[src/rtl/generic_fifomn_reader_if.sv]
// Bundle between the multi-pop FIFO, the reader and its single-beat consumer.
// master = the reader itself, slave = the FIFO/consumer environment around it.
interface generic_fifomn_reader_if #(
  parameter int unsigned DATA_WIDTH   = 4,
  parameter int unsigned NUM_RD       = 2,
  parameter int unsigned FIFO_ENTRIES = 8,
  parameter int unsigned FIFO_ADDR    = (FIFO_ENTRIES == 1) ? 1 : $clog2(FIFO_ENTRIES),
  parameter int unsigned BUF_ENTRIES  = 4
);
  localparam int unsigned CNT_W = $clog2(BUF_ENTRIES + 1);

  logic [FIFO_ADDR:0]                   i_fifo_cnt;
  logic [NUM_RD-1:0][DATA_WIDTH-1:0]    i_fifo_data;
  logic [NUM_RD-1:0]                    o_fifo_pop;
  logic                                 i_flush;
  logic                                 o_valid;
  logic [DATA_WIDTH-1:0]                o_data;
  logic                                 i_ready;
  logic [CNT_W-1:0]                     o_buf_cnt;

  modport master (
    input  i_fifo_cnt, i_fifo_data, i_flush, i_ready,
    output o_fifo_pop, o_valid, o_data, o_buf_cnt
  );

  modport slave (
    output i_fifo_cnt, i_fifo_data, i_flush, i_ready,
    input  o_fifo_pop, o_valid, o_data, o_buf_cnt
  );
endinterface

[src/rtl/generic_fifomn_reader.sv]
// Pops up to NUM_RD entries per cycle from a wide FIFO into a small circular
// holding buffer and drains it one entry per cycle on a valid/ready stream.
module generic_fifomn_reader #(
  parameter int unsigned DATA_WIDTH   = 4,
  parameter int unsigned NUM_RD       = 2,
  parameter int unsigned FIFO_ENTRIES = 8,
  parameter int unsigned FIFO_ADDR    = (FIFO_ENTRIES == 1) ? 1 : $clog2(FIFO_ENTRIES),
  parameter int unsigned BUF_ENTRIES  = 4
) (
  input  logic                    i_clk,
  input  logic                    i_reset,
  generic_fifomn_reader_if.master bus
);

  localparam int unsigned PTR_W = (BUF_ENTRIES == 1) ? 1 : $clog2(BUF_ENTRIES);
  localparam int unsigned CNT_W = $clog2(BUF_ENTRIES + 1);
  localparam int unsigned SUM_W = CNT_W + 1;
  localparam int unsigned FC_W  = FIFO_ADDR + 1;

  logic [DATA_WIDTH-1:0] buf_q [BUF_ENTRIES];
  logic [PTR_W-1:0]      rd_ptr_q, rd_ptr_d;
  logic [PTR_W-1:0]      wr_ptr_q, wr_ptr_d;
  logic [CNT_W-1:0]      buf_cnt_q, buf_cnt_d;
  logic [FC_W-1:0]       fifo_cnt;
  logic [31:0]           npop;
  logic [NUM_RD-1:0]     pop_c;
  logic [PTR_W-1:0]      lane_idx [NUM_RD];
  logic                  deq;
  logic [SUM_W-1:0]      cnt_sum;

  // Compare-and-subtract wrap; operands stay below 2*BUF_ENTRIES so one step suffices.
  function automatic logic [PTR_W-1:0] wrap_add(input logic [PTR_W-1:0] ptr,
                                                input logic [31:0] inc);
    logic [31:0] s;
    s = 32'(ptr) + inc;
    if (s >= 32'(BUF_ENTRIES)) s = s - 32'(BUF_ENTRIES);
    return PTR_W'(s);
  endfunction

  assign fifo_cnt = bus.i_fifo_cnt;

  // Pop count from registered occupancy only, so i_ready never reaches o_fifo_pop.
  always_comb begin
    npop = 32'(NUM_RD);
    if (32'(fifo_cnt) < npop) npop = 32'(fifo_cnt);
    if ((32'(BUF_ENTRIES) - 32'(buf_cnt_q)) < npop) npop = 32'(BUF_ENTRIES) - 32'(buf_cnt_q);
    if (i_reset || bus.i_flush) npop = '0;
    for (int unsigned k = 0; k < NUM_RD; k++) begin
      pop_c[k]    = (32'(k) < npop);
      lane_idx[k] = wrap_add(wr_ptr_q, 32'(k));
    end
  end

  assign bus.o_fifo_pop = pop_c;
  assign bus.o_valid    = (buf_cnt_q != '0);
  assign bus.o_data     = bus.o_valid ? buf_q[rd_ptr_q] : '0;
  assign bus.o_buf_cnt  = buf_cnt_q;
  assign deq            = bus.o_valid & bus.i_ready;

  always_comb begin
    cnt_sum   = SUM_W'(buf_cnt_q) + SUM_W'(npop) - SUM_W'(deq);
    buf_cnt_d = CNT_W'(cnt_sum);
    rd_ptr_d  = deq ? wrap_add(rd_ptr_q, 32'd1) : rd_ptr_q;
    wr_ptr_d  = wrap_add(wr_ptr_q, npop);
    if (bus.i_flush) begin
      buf_cnt_d = '0;
      rd_ptr_d  = '0;
      wr_ptr_d  = '0;
    end
  end

  always_ff @(posedge i_clk) begin
    if (i_reset) begin
      buf_cnt_q <= '0;
      rd_ptr_q  <= '0;
      wr_ptr_q  <= '0;
    end else begin
      buf_cnt_q <= buf_cnt_d;
      rd_ptr_q  <= rd_ptr_d;
      wr_ptr_q  <= wr_ptr_d;
    end
  end

  // Storage is left unreset; occupancy alone decides what is valid.
  always_ff @(posedge i_clk) begin
    for (int unsigned k = 0; k < NUM_RD; k++) begin
      if (pop_c[k]) buf_q[lane_idx[k]] <= bus.i_fifo_data[k];
    end
  end

endmodule

[src/flat_wrapper.sv]
// flat-port wrapper written by rule: the top's interface ports become plain ports
module generic_fifomn_reader_flat 
#(
  parameter int unsigned DATA_WIDTH   = 4,
  parameter int unsigned NUM_RD       = 2,
  parameter int unsigned FIFO_ENTRIES = 8,
  parameter int unsigned FIFO_ADDR    = (FIFO_ENTRIES == 1) ? 1 : $clog2(FIFO_ENTRIES),
  parameter int unsigned BUF_ENTRIES  = 4
)
  (i_clk, i_reset, bus_i_fifo_cnt, bus_i_fifo_data, bus_i_flush, bus_i_ready, bus_o_fifo_pop, bus_o_valid, bus_o_data, bus_o_buf_cnt);
  generic_fifomn_reader_if #(.DATA_WIDTH(DATA_WIDTH), .NUM_RD(NUM_RD), .FIFO_ENTRIES(FIFO_ENTRIES), .FIFO_ADDR(FIFO_ADDR), .BUF_ENTRIES(BUF_ENTRIES)) bus_i ();
  input  logic i_clk;
  input  logic i_reset;
  input wire logic [$bits(bus_i.i_fifo_cnt)-1:0] bus_i_fifo_cnt;
  input wire logic [$bits(bus_i.i_fifo_data)-1:0] bus_i_fifo_data;
  input wire logic [$bits(bus_i.i_flush)-1:0] bus_i_flush;
  input wire logic [$bits(bus_i.i_ready)-1:0] bus_i_ready;
  output wire logic [$bits(bus_i.o_fifo_pop)-1:0] bus_o_fifo_pop;
  output wire logic [$bits(bus_i.o_valid)-1:0] bus_o_valid;
  output wire logic [$bits(bus_i.o_data)-1:0] bus_o_data;
  output wire logic [$bits(bus_i.o_buf_cnt)-1:0] bus_o_buf_cnt;
  assign bus_i.i_fifo_cnt = bus_i_fifo_cnt;
  assign bus_i.i_fifo_data = bus_i_fifo_data;
  assign bus_i.i_flush = bus_i_flush;
  assign bus_i.i_ready = bus_i_ready;
  assign bus_o_fifo_pop = bus_i.o_fifo_pop;
  assign bus_o_valid = bus_i.o_valid;
  assign bus_o_data = bus_i.o_data;
  assign bus_o_buf_cnt = bus_i.o_buf_cnt;
  generic_fifomn_reader #(.DATA_WIDTH(DATA_WIDTH), .NUM_RD(NUM_RD), .FIFO_ENTRIES(FIFO_ENTRIES), .FIFO_ADDR(FIFO_ADDR), .BUF_ENTRIES(BUF_ENTRIES)) u_core (.i_clk(i_clk), .i_reset(i_reset), .bus(bus_i));
endmodule
[config.mk]
export PLATFORM = sky130hd
export DESIGN_NAME = generic_fifomn_reader_flat
export DESIGN_NICKNAME = d
export VERILOG_FILES = /design/src/rtl/generic_fifomn_reader_if.sv /design/src/rtl/generic_fifomn_reader.sv /design/src/flat_wrapper.sv
export SDC_FILE = /design/constraint.sdc
export NUM_CORES = 1
export LEC_CHECK = 0
export CORE_ASPECT_RATIO = 2
export CORE_UTILIZATION = 50
export CTS_CLUSTER_SIZE = 14
export DETAILED_ROUTE_END_ITERATION = 8
export GPL_ROUTABILITY_DRIVEN = 0
export PLACE_DENSITY = 0.75
export SLEW_MARGIN = 20
export SYNTH_ARGS = -nofsm -noshare
export SYNTH_HDL_FRONTEND = slang
export SYNTH_SLANG_ARGS = --single-unit
[constraint.sdc]
create_clock -name i_clk -period 7.1 [get_ports i_clk]
set_input_delay 0.71 -clock i_clk [delete_from_list [all_inputs] [get_ports i_clk]]
set_output_delay 0.71 -clock i_clk [all_outputs]
set_load 0.02 [all_outputs]
==> impl_metrics.ini, run 1 <==
[run_status]
status = complete, no violations

[cells_and_area]
fin_nets = 189
num-fill-cells = 279
num_antenna_cells = 0
final_cell_area_mm2 = 0.00198
syn_to_final_growth_pct = 19.4
layout-drive-gt1-share = 0.191

[synth]
syn_area_per_cell_um2 = 12.2
synth_edf_count = 16
netlist_instances = 136
seq_area_frac_synth = 0.398
yosys_most_used_dff = edfxtp_1
async_flop_share = 0
synth_fa_ha_area_frac = 0.0799
synth_compound_area_frac = 0.100
synth_top_family_by_area = multiplexers
ys_ff_latch = 25
synth_simple_gate_area_share = 0.171
synth.distinct_cells = 49
yosys-mux-area-fraction = 0.174
yosysWarnings = 0
syn_area_mm2 = 0.00166
synth_xor_area_frac = 0.0317

[setup_path]
endpoint_kind = primary output
start_kind = input port
slowest_delay_ns = 0.61
required_ns = 6.39
r2r_start = u_core.bus.o_buf_cnt[0]
cp_slowest_cell = clkdlybuf4s50_1
reg2reg_to = u_core.bus.o_buf_cnt[2]
crit_fanout = 5
cp_data_arrival_time_ns = 3.54
r2r_cells = 15
crit_type = in2out
cp_cell_sequence = clkdlybuf4s50_1 > nor3_2 > ha_1 > o211ai_1 > o211ai_1 > a21oi_4 > nand2_1 > nand2_1 > clkdlybuf4s50_1
r2r_setup_slack_ns = 3.36

[placement]
placed_cell_area_mm2 = 0.00193
portBuffers = 25
place_hpwl_um = 2790

[global_routing]
grt_pass1_vias = 1165
grt_pass1_wl_um = 5690
gr-usage-all-layers = 0.215
grt_max_degree = 15
antenna_found_initial = 0
gr-total-overflow = 0

[sta]
rsz0062_at_grt = false
finalCritPeriodShare = 0.599
max_freq_mhz = 235
drv_slew = 0
maxSlewHeadroom = 0.516
fin_skew_ns = 0.00386
period_needed_ns = 4.25
hold_viol_final = 0
fin_tns_setup_ns = 0
worst_pin_slew_ns = 0.718
finalSetupViolCount = 0

[floorplanning]
boundaryPins = 26
fp.dieW_um = 42.7
design.core.area_mm2 = 0.00316
dieArea_mm2 = 0.00357
start_util = 0.526
rows = 29
die_h_um = 83.5

[detailed_routing]
antenna_left = 0
vias = 1127
drc = 0
drt_first_pass_iters = 4
wl_per_cell_um = 17.3
viasPerCell = 5.84
drt_iter0_markers = 16
drt_wl_total_um = 3330

[hold_path]
min_path_cells = 2
hold_start = u_core.rd_ptr_q[1]
hold_path_class = reg2reg
holdPathEnd = u_core.rd_ptr_q[1]

[pwr]
power_density_mw_per_mm2 = 262
vdd_drop_max_mv = 0.191
power_frac_seq = 0.360
p_clk_frac = 0.160
switching_power_uw = 190
switching_share = 0.367
p_leak_uw = 0.000749
intPower_uw = 328
combPwrFrac = 0.480

[clock_network]
clockBufferDepth = 2
cts_hold_buf = 0
cts_resized = 0
cts_tree = done
clk_root_buffer_cell = clkbuf_8
cts_post_setup_buffers_inserted = 0
clk_pin_slew_ns = 0.09
clock_latency_ns = 0.27
clock-sinks = 25
cts_buffers = 3
cts-htree-levels = 1

[flow_run]
maxCapViolations = 0
[cell usage in the layout, fill, tap and decap left out, types with 2 or more instances in the layout]
master	n
nand4b_4	2
a31oi_1	2
and2_1	6
o21ai_0	3
nand2_1	4
mux2_2	4
mux2_1	7
xor2_1	2
clkbuf_8	3
mux4_2	4
nor2_1	7
clkdlybuf4s50_1	25
a21oi_1	3
dfxtp_1	9
mux2_4	5
nor3_1	3
edfxtp_1	16
ha_1	9
conb_1	3
inv_1	11
xnor2_1	4
o21a_1	2
o211ai_1	3
[final cells by class]
type / count / area, µm² / area share
Multi-Input combinational cell: 97 / 943 / 0.476
Clock buffer: 3 / 41.3 / 0.0208
Inverter: 11 / 41.3 / 0.0208
Timing Repair Buffer: 25 / 250 / 0.126
Clock inverter: 1 / 5.00 / 0.00253
Sequential cell: 25 / 661 / 0.334
Tap cell: 31 / 38.8 / 0.0196
[layer usage]
| metal | wire [µm] | GRT usage |
|---|---|---|
| met4 | 70 | 0.0682 |
| met1 | 1040 | 0.199 |
| met5 | 0 | 0 |
| met2 | 2160 | 0.444 |
| met3 | 66 | 0.0195 |
[state kept, by name, summed over array words and instances (netlist names), named ones only]
signal                flops
u_core.wr_ptr_q           2
u_core.rd_ptr_q           2
u_core.bus.o_buf_cnt      3
u_core.buf_q             16
[cell families after synthesis]
group / Yosys count
flops: 25
mux: 20
xor+xnor: 6
other cells: 2
compound gates: 21
fa+ha+maj: 10
buf+inv: 15
simple gates: 37
[worst max path at each step]
stage | startpoint | endpoint | slack, ns
2_1_floorplan | u_core.bus.o_buf_cnt[0] | u_core.bus.o_buf_cnt[2] | 3.71
3_3_place_gp | bus_i_fifo_cnt[3] | bus_o_fifo_pop[0] | 3.03
3_5_place_dp | bus_i_fifo_cnt[3] | bus_o_fifo_pop[0] | 2.88
4_1_cts | u_core.bus.o_buf_cnt[0] | bus_o_fifo_pop[0] | 2.84
5_1_grt | bus_i_fifo_cnt[3] | bus_o_fifo_pop[0] | 2.62
6_report | bus_i_fifo_cnt[3] | bus_o_fifo_pop[0] | 2.85
[power groups by stage]
stage / Clock (µW) / Sequential (µW) / Combinational, µW
2_1_floorplan: 0 / 189 / 177
3_3_place_gp: 0 / 189 / 244
3_5_place_dp: 0 / 190 / 249
4_1_cts: 82.8 / 187 / 250
5_1_grt: 88.6 / 189 / 273
6_report: 83.0 / 187 / 249
[cell usage after synthesis, drive strengths merged (3+ instances only)]
cell	n	area share
a21oi	5	0.024
and2	6	0.023
dfxtp	9	0.11
edfxtp	16	0.29
ha	9	0.068
inv	11	0.025
mux2	16	0.12
mux4	4	0.054
nand2	5	0.013
nor2	7	0.016
nor3	4	0.015
o211ai	3	0.014
o21ai	4	0.019
xnor2	4	0.021
[worst max-delay path, delay by kind of cell]
| kind | cells | cell delay [ns] |
|---|---|---|
| AOI/OAI and AO/OA | 3 | 0.92 |
| adders and majority gates | 1 | 0.27 |
| and+or+nand+nor | 3 | 0.55 |
| buffers and inverters | 2 | 1.09 |
[through the flow]
stage               power [µW]  std cells  hold slack [ns]   util  worst slack, ns
finish                     519        193            0.562  0.627             2.85
global route               551        193            0.622  0.627             2.62
CTS                        520        193            0.569  0.625             2.84
detailed placement         439        189            0.538  0.610             2.88
global placement           433        189            0.507  0.610             3.03
floorplan                  366        137            0.485      -             3.71
Power figures use the tool's default switching activity.
==> inputs of run 2 (changes only) <==
clock period = 4.3 ns   (was 7.1 ns; I/O delays follow)
==> run 2 against run 1 <==
Compared with the run above: register-to-register slack worse by 2.7 ns; via count down 0.18%; critical endpoint unchanged; first-iteration DRC count is 6.3% lower; highest routed layer unchanged; critical path type is now reg2out; power up 63%; largest cell class unchanged.
==> impl_metrics.ini, run 2 (same netlist as run 1, synthesis figures left out) <==
[run_status]
status = complete, no violations

[pwr]
intPower_uw = 544
power_uw = 848
combPwrFrac = 0.480
p_leak_uw = 0.000746
switching_share = 0.359
switching_power_uw = 304
p_clk_frac = 0.156
power_frac_seq = 0.363
vdd_drop_max_mv = 0.335
power_density_mw_per_mm2 = 428

[detailed_routing]
vias = 1125
drt_first_pass_iters = 4
viasPerCell = 5.80
antenna_left = 0
wl_per_cell_um = 17.3
drt_wl_total_um = 3360
drc = 0
drt_iter0_markers = 15

[setup_path]
slowest_delay_ns = 0.62
crit_fanout = 7
endpoint_kind = primary output
start_kind = flip-flop
cp_top_family = simple AND/OR/NAND/NOR gates
cp_common_cell = ha_1
cp_slowest_cell = or4_4
cp_data_arrival_time_ns = 3.43
worst-path-buf-inv = 3
cp-startpoint = u_core.bus.o_buf_cnt[0]
cp_cell_sequence = inv_1 > ha_1 > ha_1 > inv_1 > ha_1 > a21oi_2 > nand2_2 > or4_4 > nand2_1 > nand2_1 > clkdlybuf4s50_1
required_ns = 3.87
crit_type = reg2out
r2r_start = u_core.bus.o_buf_cnt[0]

[clock_network]
cts_tree = done
clockBufferDepth = 2
clock-sinks = 25
clk_root_buffer_cell = clkbuf_8
clock_latency_ns = 0.26
cts_resized = 0
cts_buffers = 3
clk_pin_slew_ns = 0.08
cts_hold_buf = 0
cts-htree-levels = 1
cts_post_setup_buffers_inserted = 0

[cells_and_area]
syn_to_final_growth_pct = 19.3
multi_input_area_um2 = 936
layout_commonest_cell = clkdlybuf4s50_1
regArea_um2 = 661
num_antenna_cells = 0
num-fill-cells = 258
final_core_util = 0.627
layout-drive-gt1-share = 0.184
fin_nets = 190
most-common-layout-cells = 25 x clkdlybuf4s50_1, 16 x edfxtp_1, 11 x inv_1
largest_reg_flops = 16

[sta]
fin_skew_ns = 0.00265
fin_tns_setup_ns = 0
worst_pin_slew_ns = 0.843
hold_viol_final = 0
finalSetupViolCount = 0
finalCritPeriodShare = 0.897
maxSlewHeadroom = 0.433
drv_slew = 0
period_needed_ns = 3.86
max_freq_mhz = 259
rsz0062_at_grt = false

[flow_run]
maxCapViolations = 0

[placement]
portBuffers = 25
place_hpwl_um = 2810

[floorplanning]
rows = 29
design.core.area_mm2 = 0.00316
start_util = 0.526
fp.dieW_um = 42.7
dieArea_mm2 = 0.00357
die_h_um = 83.5
boundaryPins = 26

[global_routing]
grt_pass1_wl_um = 5930
gr-total-overflow = 0
gr-usage-all-layers = 0.219
antenna_found_initial = 0
grt_max_degree = 14
grt_pass1_vias = 1269

[hold_path]
hold_start = u_core.rd_ptr_q[1]
hold_path_class = reg2reg
[run 2: cell types whose count changed in the layout (fill, tap and decap cells not counted), sizes merged]
cell / previous run / this run
buf: 0 / 1
clkbuf: 3 / 4
clkinv: 1 / 0
[run 2: final cells by class]
cell class | count | share of cell area
Multi-Input combinational cell | 97 | 0.473
Sequential cell | 25 | 0.334
Inverter | 11 | 0.0209
Timing Repair Buffer | 26 | 0.130
Tap cell | 31 | 0.0196
Clock buffer | 4 | 0.0228
[run 2: routing by layer]
| layer | share of wire | vias to the layer above | GRT usage |
|---|---|---|---|
| li1 | - | 555 | - |
| met1 | 0.33 | 544 | 0.209 |
| met2 | 0.63 | 20 | 0.428 |
| met3 | 0.023 | 6 | 0.0281 |
| met4 | 0.021 | 0 | 0.0938 |
| met5 | 0 | - | 0 |
[run 2: power by group through the flow]
stage / logic [µW] / registers (µW) / clock network [µW]
finish: 407 / 308 / 132
global route: 451 / 313 / 147
CTS: 411 / 309 / 134
detailed placement: 409 / 315 / 0
global placement: 400 / 313 / 0
floorplan: 292 / 312 / 0
[run 2: worst paths after layout]
check	to	slack, ns	cells past startpoint
setup / recovery	bus_o_fifo_pop[0]	0.44	11
hold / removal	flip-flop	0.55	2
setup reg to reg	u_core.bus.o_buf_cnt[2]	0.68	15
hold reg to reg	flip-flop	0.55	2
[run 2: through the flow]
| stage | hold slack, ns | cell area, µm² | worst slack [ns] | std cells |
|---|---|---|---|---|
| final | 0.551 | 1980 | 0.443 | 194 |
| after global routing | 0.587 | 1980 | 0.204 | 194 |
| after CTS | 0.560 | 1980 | 0.451 | 194 |
| after detailed placement | 0.534 | 1930 | 0.622 | 190 |
| after global placement | 0.508 | 1930 | 0.687 | 190 |
| after floorplan | 0.485 | 1660 | 0.911 | 137 |
[run 2: worst register-to-register path: stages, from the launching register on]
cell,delay (ns)
dfxtp_1,0.51
inv_1,0.12
ha_1,0.21
ha_1,0.30
inv_1,0.05
ha_1,0.29
o211ai_1,0.18
a31oi_1,0.32
o21ai_0,0.18
ha_1,0.32
inv_1,0.05
fa_1,0.43
xnor2_1,0.20
xnor2_1,0.16
xnor2_1,0.14
nor2_1,0.05
==> inputs of run 3 (changes only) <==
GPL_ROUTABILITY_DRIVEN = not set   (was 0)
==> results of run 3 <==
Final layout, timing and power as in run 2 (identical DEF).
